$ cat src/rtl/uart_alici_param.sv
// Parametrised UART receiver: 2-flop synchroniser, 3-sample majority voting,
// optional parity and 1/2 stop bits, FWFT FIFO holding data plus error flags.
module uart_alici_param #(
  parameter int unsigned VERI_W        = 8,
  parameter int unsigned FIFO_DERINLIK = 16,
  parameter int unsigned SAYAC_W       = 16
) (
  input  logic                             clk_i,
  input  logic                             rstn_i,
  input  logic [SAYAC_W-1:0]               baud_bolen_i,
  input  logic [1:0]                       parite_i,
  input  logic                             dur2_i,
  input  logic                             rx_en_i,
  input  logic                             rx_i,
  input  logic                             oku_en_i,
  input  logic                             hata_temizle_i,
  output logic [VERI_W-1:0]                veri_o,
  output logic                             parite_hata_o,
  output logic                             cerceve_hata_o,
  output logic                             fifo_bos_o,
  output logic                             fifo_dolu_o,
  output logic [$clog2(FIFO_DERINLIK):0]   doluluk_o,
  output logic                             tasma_o
);

  localparam int unsigned AW = $clog2(FIFO_DERINLIK);
  localparam int unsigned EW = VERI_W + 2;

  typedef enum logic [2:0] {StBosta, StBasla, StVeri, StParite, StDur} state_e;

  state_e              state_q, state_d;
  logic [SAYAC_W-1:0]  cnt_q, cnt_d;
  logic [3:0]          bit_q, bit_d;
  logic [VERI_W-1:0]   data_q, data_d;
  logic                perr_q, perr_d;
  logic                ferr_q, ferr_d;
  logic [1:0]          samp_q, samp_d;
  logic                sync1_q, sync2_q, prev_q;

  logic                rx_s, fall;
  logic [SAYAC_W-1:0]  half;
  logic                decide, bit_end, vote;
  logic                par_on, par_exp;
  logic                push;
  logic [EW-1:0]       push_word;

  assign rx_s    = sync2_q;
  assign fall    = prev_q & ~sync2_q;
  assign half    = baud_bolen_i >> 1;
  assign decide  = (cnt_q == half + SAYAC_W'(1));
  assign bit_end = (cnt_q == baud_bolen_i - SAYAC_W'(1));
  // Third sample is the live synchronised input at the decision point.
  assign vote    = (samp_q[0] & samp_q[1]) | (samp_q[0] & rx_s) | (samp_q[1] & rx_s);
  assign par_on  = (parite_i == 2'b01) || (parite_i == 2'b10);
  assign par_exp = (parite_i == 2'b10) ? ~(^data_q) : ^data_q;

  always_ff @(posedge clk_i or negedge rstn_i) begin
    if (!rstn_i) begin
      sync1_q <= 1'b1;
      sync2_q <= 1'b1;
      prev_q  <= 1'b1;
    end else begin
      sync1_q <= rx_i;
      sync2_q <= sync1_q;
      prev_q  <= sync2_q;
    end
  end

  always_comb begin
    state_d = state_q;
    cnt_d   = cnt_q + SAYAC_W'(1);
    bit_d   = bit_q;
    data_d  = data_q;
    perr_d  = perr_q;
    ferr_d  = ferr_q;
    samp_d  = samp_q;
    push    = 1'b0;

    if (cnt_q == half - SAYAC_W'(1)) samp_d[0] = rx_s;
    if (cnt_q == half)               samp_d[1] = rx_s;
    if (bit_end) begin
      cnt_d = '0;
      bit_d = bit_q + 4'd1;
    end

    unique case (state_q)
      StBosta: begin
        cnt_d = '0;
        bit_d = '0;
        if (fall && rx_en_i) begin
          state_d = StBasla;
          perr_d  = 1'b0;
          ferr_d  = 1'b0;
        end
      end
      StBasla: begin
        if (decide && vote) begin
          state_d = StBosta;
          cnt_d   = '0;
          bit_d   = '0;
        end else if (bit_end) begin
          state_d = StVeri;
          bit_d   = '0;
        end
      end
      StVeri: begin
        if (decide) data_d = {vote, data_q[VERI_W-1:1]};
        if (bit_end && (bit_q == 4'(VERI_W - 1))) begin
          bit_d   = '0;
          state_d = par_on ? StParite : StDur;
        end
      end
      StParite: begin
        if (decide) perr_d = (vote != par_exp);
        if (bit_end) begin
          bit_d   = '0;
          state_d = StDur;
        end
      end
      StDur: begin
        if (decide) begin
          ferr_d = ferr_q | ~vote;
          // Leave at mid final stop bit so a back-to-back start edge is not missed.
          if (bit_q == {3'b000, dur2_i}) begin
            push    = 1'b1;
            state_d = StBosta;
            cnt_d   = '0;
            bit_d   = '0;
          end
        end
      end
      default: begin
        state_d = StBosta;
        cnt_d   = '0;
        bit_d   = '0;
      end
    endcase

    if ((state_q != StBosta) && !rx_en_i) begin
      state_d = StBosta;
      cnt_d   = '0;
      bit_d   = '0;
      push    = 1'b0;
    end
  end

  always_ff @(posedge clk_i or negedge rstn_i) begin
    if (!rstn_i) begin
      state_q <= StBosta;
      cnt_q   <= '0;
      bit_q   <= '0;
      data_q  <= '0;
      perr_q  <= 1'b0;
      ferr_q  <= 1'b0;
      samp_q  <= 2'b11;
    end else begin
      state_q <= state_d;
      cnt_q   <= cnt_d;
      bit_q   <= bit_d;
      data_q  <= data_d;
      perr_q  <= perr_d;
      ferr_q  <= ferr_d;
      samp_q  <= samp_d;
    end
  end

  assign push_word = {ferr_d, perr_q, data_q};

  logic [EW-1:0] mem [FIFO_DERINLIK];
  logic [AW-1:0] wptr_q, rptr_q;
  logic [AW:0]   count_q;
  logic          empty, full, wr, rd;
  logic [EW-1:0] head;

  assign empty = (count_q == '0);
  assign full  = (count_q == (AW+1)'(FIFO_DERINLIK));
  // A pop in the same cycle frees the slot, so a full FIFO still accepts.
  assign wr    = push && (!full || oku_en_i);
  assign rd    = oku_en_i && !empty;

  always_ff @(posedge clk_i) begin
    if (wr) mem[wptr_q] <= push_word;
  end

  always_ff @(posedge clk_i or negedge rstn_i) begin
    if (!rstn_i) begin
      wptr_q  <= '0;
      rptr_q  <= '0;
      count_q <= '0;
      tasma_o <= 1'b0;
    end else begin
      if (wr) wptr_q <= wptr_q + AW'(1);
      if (rd) rptr_q <= rptr_q + AW'(1);
      if (wr && !rd)      count_q <= count_q + (AW+1)'(1);
      else if (rd && !wr) count_q <= count_q - (AW+1)'(1);
      if (push && full && !oku_en_i) tasma_o <= 1'b1;
      else if (hata_temizle_i)       tasma_o <= 1'b0;
    end
  end

  assign head           = mem[rptr_q];
  assign veri_o         = empty ? '0 : head[VERI_W-1:0];
  assign parite_hata_o  = empty ? 1'b0 : head[VERI_W];
  assign cerceve_hata_o = empty ? 1'b0 : head[VERI_W+1];
  assign fifo_bos_o     = empty;
  assign fifo_dolu_o    = full;
  assign doluluk_o      = count_q;

endmodule

$ cat config.mk
export PLATFORM = sky130hd
export DESIGN_NAME = uart_alici_param
export DESIGN_NICKNAME = d
export VERILOG_FILES = /design/src/rtl/uart_alici_param.sv
export SDC_FILE = /design/constraint.sdc
export NUM_CORES = 1
export LEC_CHECK = 0
export CORE_MARGIN = 1.5
export CORE_UTILIZATION = 50
export CTS_CLUSTER_DIAMETER = 50
export CTS_CLUSTER_SIZE = 40
export DETAILED_ROUTE_END_ITERATION = 6
export PLACE_DENSITY = 0.77
export SYNTH_ARGS = -nofsm -noshare
export SYNTH_HDL_FRONTEND = slang
export SYNTH_SLANG_ARGS = --single-unit
$ cat constraint.sdc
create_clock -name clk_i -period 8.6 [get_ports clk_i]
set_input_delay 0.86 -clock clk_i [delete_from_list [all_inputs] [get_ports clk_i]]
set_output_delay 0.86 -clock clk_i [all_outputs]
set_load 0.02 [all_outputs]
==> reports/metrics.yaml <==
final_common_cell: "edfxtp_1"
setup_viol: 0
ant_nets: 0
hp-class: "reg2reg"
fin_crit_ns: 5.69
drt_iter0_drc: 487
drv_slew: 0
place_congestion: 0.916
antenna_found_initial: 0
hold_buffers: 0
crit_arrival_ns: 6.07
synth_area_per_cell_um2: 13.8
status: "completed"
dp_hpwl_um: 15300
syn2layout_area_growth_pct: 12.5
cts_tree: "built"
chipHeight_um: 150
start_util_pct: 51.2
ios: 43
fin_crit_sh_pct: 66.2
final_util_pct: 57.6
cap_violations: 0
path_max_fanout: 21
power_density_mw_per_mm2: 222
synth-main-ff-cell: "edfxtp_1"
htree_levels: 1
path_cells: "clkdlybuf4s50_1 -> nand4_1 -> o31a_1 -> nor4_1 -> o32ai_1 -> nor4b_4 -> nor3b_2 -> ha_1 -> inv_1 -> fa_1 -> a21o_1 -> a21oi_1 -> xnor2_1 -> nor2_1 -> xor2_1"
n_antenna_cell: 0
wl_per_cell_um: 21.1
row_count: 53
drc: 0
clock_skew_ns: 0.0205
coreArea_mm2: 0.0212
ir_drop_v: 0.000127
synth_cell_type_count: 87
clock_sinks: 212
crit_family: "simple AND/OR/NAND/NOR gates"
grt_max_degree: 53
cpPeakStageDelay_ns: 0.89
n_fill_cell: 1637
die_area_mm2: 0.0225
synth_cells: 783
numCtsBuffers: 23
rsz0062_at_grt: "false"
worst_slew_pin_slew_ns: 1.16
hold_viol: 0
mostFrequentLayoutCells: "edfxtp_1 (160), mux4_2 (50), dfrtp_1 (45)"
syn_area_mm2: 0.0108
avgViaCountPerCell: 6.10
die_w_um: 150
overflow: 0
leakage_nw: 4.35
crit_path_start_kind: "primary input"
setup.worst_path.end_class: "flop"
syn-num-nets: 825
synth-async-reset-ratio_pct: 24.5
nets: 842
crit_type: "in2reg"
fmax_ghz: 0.176
vias: 6659
crit_buf_inv: 2
post_cts_buffers: 0
cts_buffer_depth: 3
cp_slowest_cell: "nor3b_2"
cts_resized: 0
total_power_mw: 2.71
track_usage_pct: 21.2
synth.ff_latch_count: 212
finalWirelength_um: 23100
relSlewSlack_pct: 21.9
grt_pass1_wl_um: 36500
setup_tns_ns: 0
clk-insertion-delay-late_ns: 0.52
first_pass_iters: 5
final_layout_size_suffix_gt1_share_pct: 17.3
synth_edf_count: 160
port_buffers: 42
path_clk_slew_ns: 0.06
required_ns: 8.98
root_buffer: "clkbuf_16"
yosysSeqAreaShare_pct: 56.4
grt_pass1_vias: 6396
yosys_warnings: 0
-- Yosys cell counts (all sizes together) (5+ instances only) --
master | count | area, µm²
edfxtp | 160 | 4800
mux4 | 50 | 1130
dfrtp | 47 | 1180
nor2 | 44 | 173
xnor2 | 42 | 368
xor2 | 36 | 315
nand2 | 34 | 128
clkbuf | 32 | 121
nand3 | 27 | 135
inv | 26 | 97.6
buf | 22 | 120
nor4 | 17 | 106
o21ai | 17 | 88.8
ha | 16 | 200
nor2b | 15 | 93.8
mux2 | 14 | 158
nor3 | 12 | 76.3
nand4 | 11 | 68.8
a21oi | 10 | 50.1
and4b | 10 | 100
and2 | 9 | 56.3
and3 | 9 | 56.3
and4 | 7 | 61.3
a211oi | 6 | 45.0
nor4b | 6 | 88.8
dfstp | 5 | 131
nand2b | 5 | 31.3
-- worst reg2reg max path, delay by kind of cell, from the launching register on --
kind / cells / cell delay (ns)
flops: 1 / 0.46
compound gates: 5 / 1.23
fa+ha+maj: 2 / 0.76
xor+xnor: 3 / 0.76
buf+inv: 1 / 0.11
simple gates: 3 / 1.34
-- cell type report --
class,instances,area (µm²),area share [%]
multi-input cells,491,4390,36.0
well taps,275,344,2.83
inverters,26,97.6,0.801
clock buffers,23,576,4.73
repair buffers,46,445,3.66
flip-flops and latches,212,6110,50.2
clock inverters,19,211,1.74
-- where the power goes --
| part | internal, mW | switching [mW] | total (mW) |
|---|---|---|---|
| logic | 0.250 | 0.233 | 0.483 |
| clock network | 0.551 | 0.444 | 0.994 |
| registers | 1.12 | 0.112 | 1.23 |
-- path summary, 6_finish.rpt --
path / slack, ns / cells after the start / start / end
worst min-delay path: 0.38 / 0 / sync1_q$_DFF_PN1_ / rx_s$_DFF_PN1_
worst max register to register: 3.81 / 14 / cnt_q[12]$_DFF_PN0_ / doluluk_o[4]$_DFFE_PN0P_
max in group asynchronous: 7.61 / 2 / rstn_i / rptr_q[1]$_DFFE_PN0P_
min in group asynchronous: 0.46 / 2 / rstn_i / cnt_q[13]$_DFF_PN0_
worst max-delay path: 2.91 / 15 / baud_bolen_i[4] / doluluk_o[4]$_DFFE_PN0P_
worst min register to register: 0.38 / 0 / sync1_q$_DFF_PN1_ / rx_s$_DFF_PN1_
-- kinds of logic after synthesis --
kind of cell	count (synthesis)	share of synthesized area, %
flip-flops	212	56.4
AO/OA/AOI/OAI	96	6.89
XOR/XNOR	78	6.31
multiplexers	65	11.9
adder cells (fa/ha/maj)	18	2.13
AND/OR/NAND/NOR	234	13.2
buffers and inverters	80	3.13
-- through the flow --
step	std cells	hold slack, ns	area [µm²]	setup slack [ns]
3_3_place_gp	1050	0.366	11400	2.69
4_1_cts	1092	0.382	12200	3.02
6_report	1092	0.382	12200	2.91
2_1_floorplan	783	0.345	10800	4.23
3_5_place_dp	1050	0.366	11400	2.61
5_1_grt	1092	0.392	12200	2.50
-- routing by layer --
metal  vias to the layer above  wire length, µm  track usage (%)
met4                         0              606             6.76
met1                      3333             9510             28.3
li1                       3058                -                -
met2                       222            11700             36.5
met3                        46             1230             2.58
met5                         -                0                0
-- flip-flops by register name (all words and copies together) (netlist names), 2 cells and up --
name / count
bit_q: 4
cnt_q: 16
data_q: 8
doluluk_o: 5
mem: 160
rptr_q: 4
samp_q: 2
state_q: 3
wptr_q: 4
(Power assumes the default switching activity.)
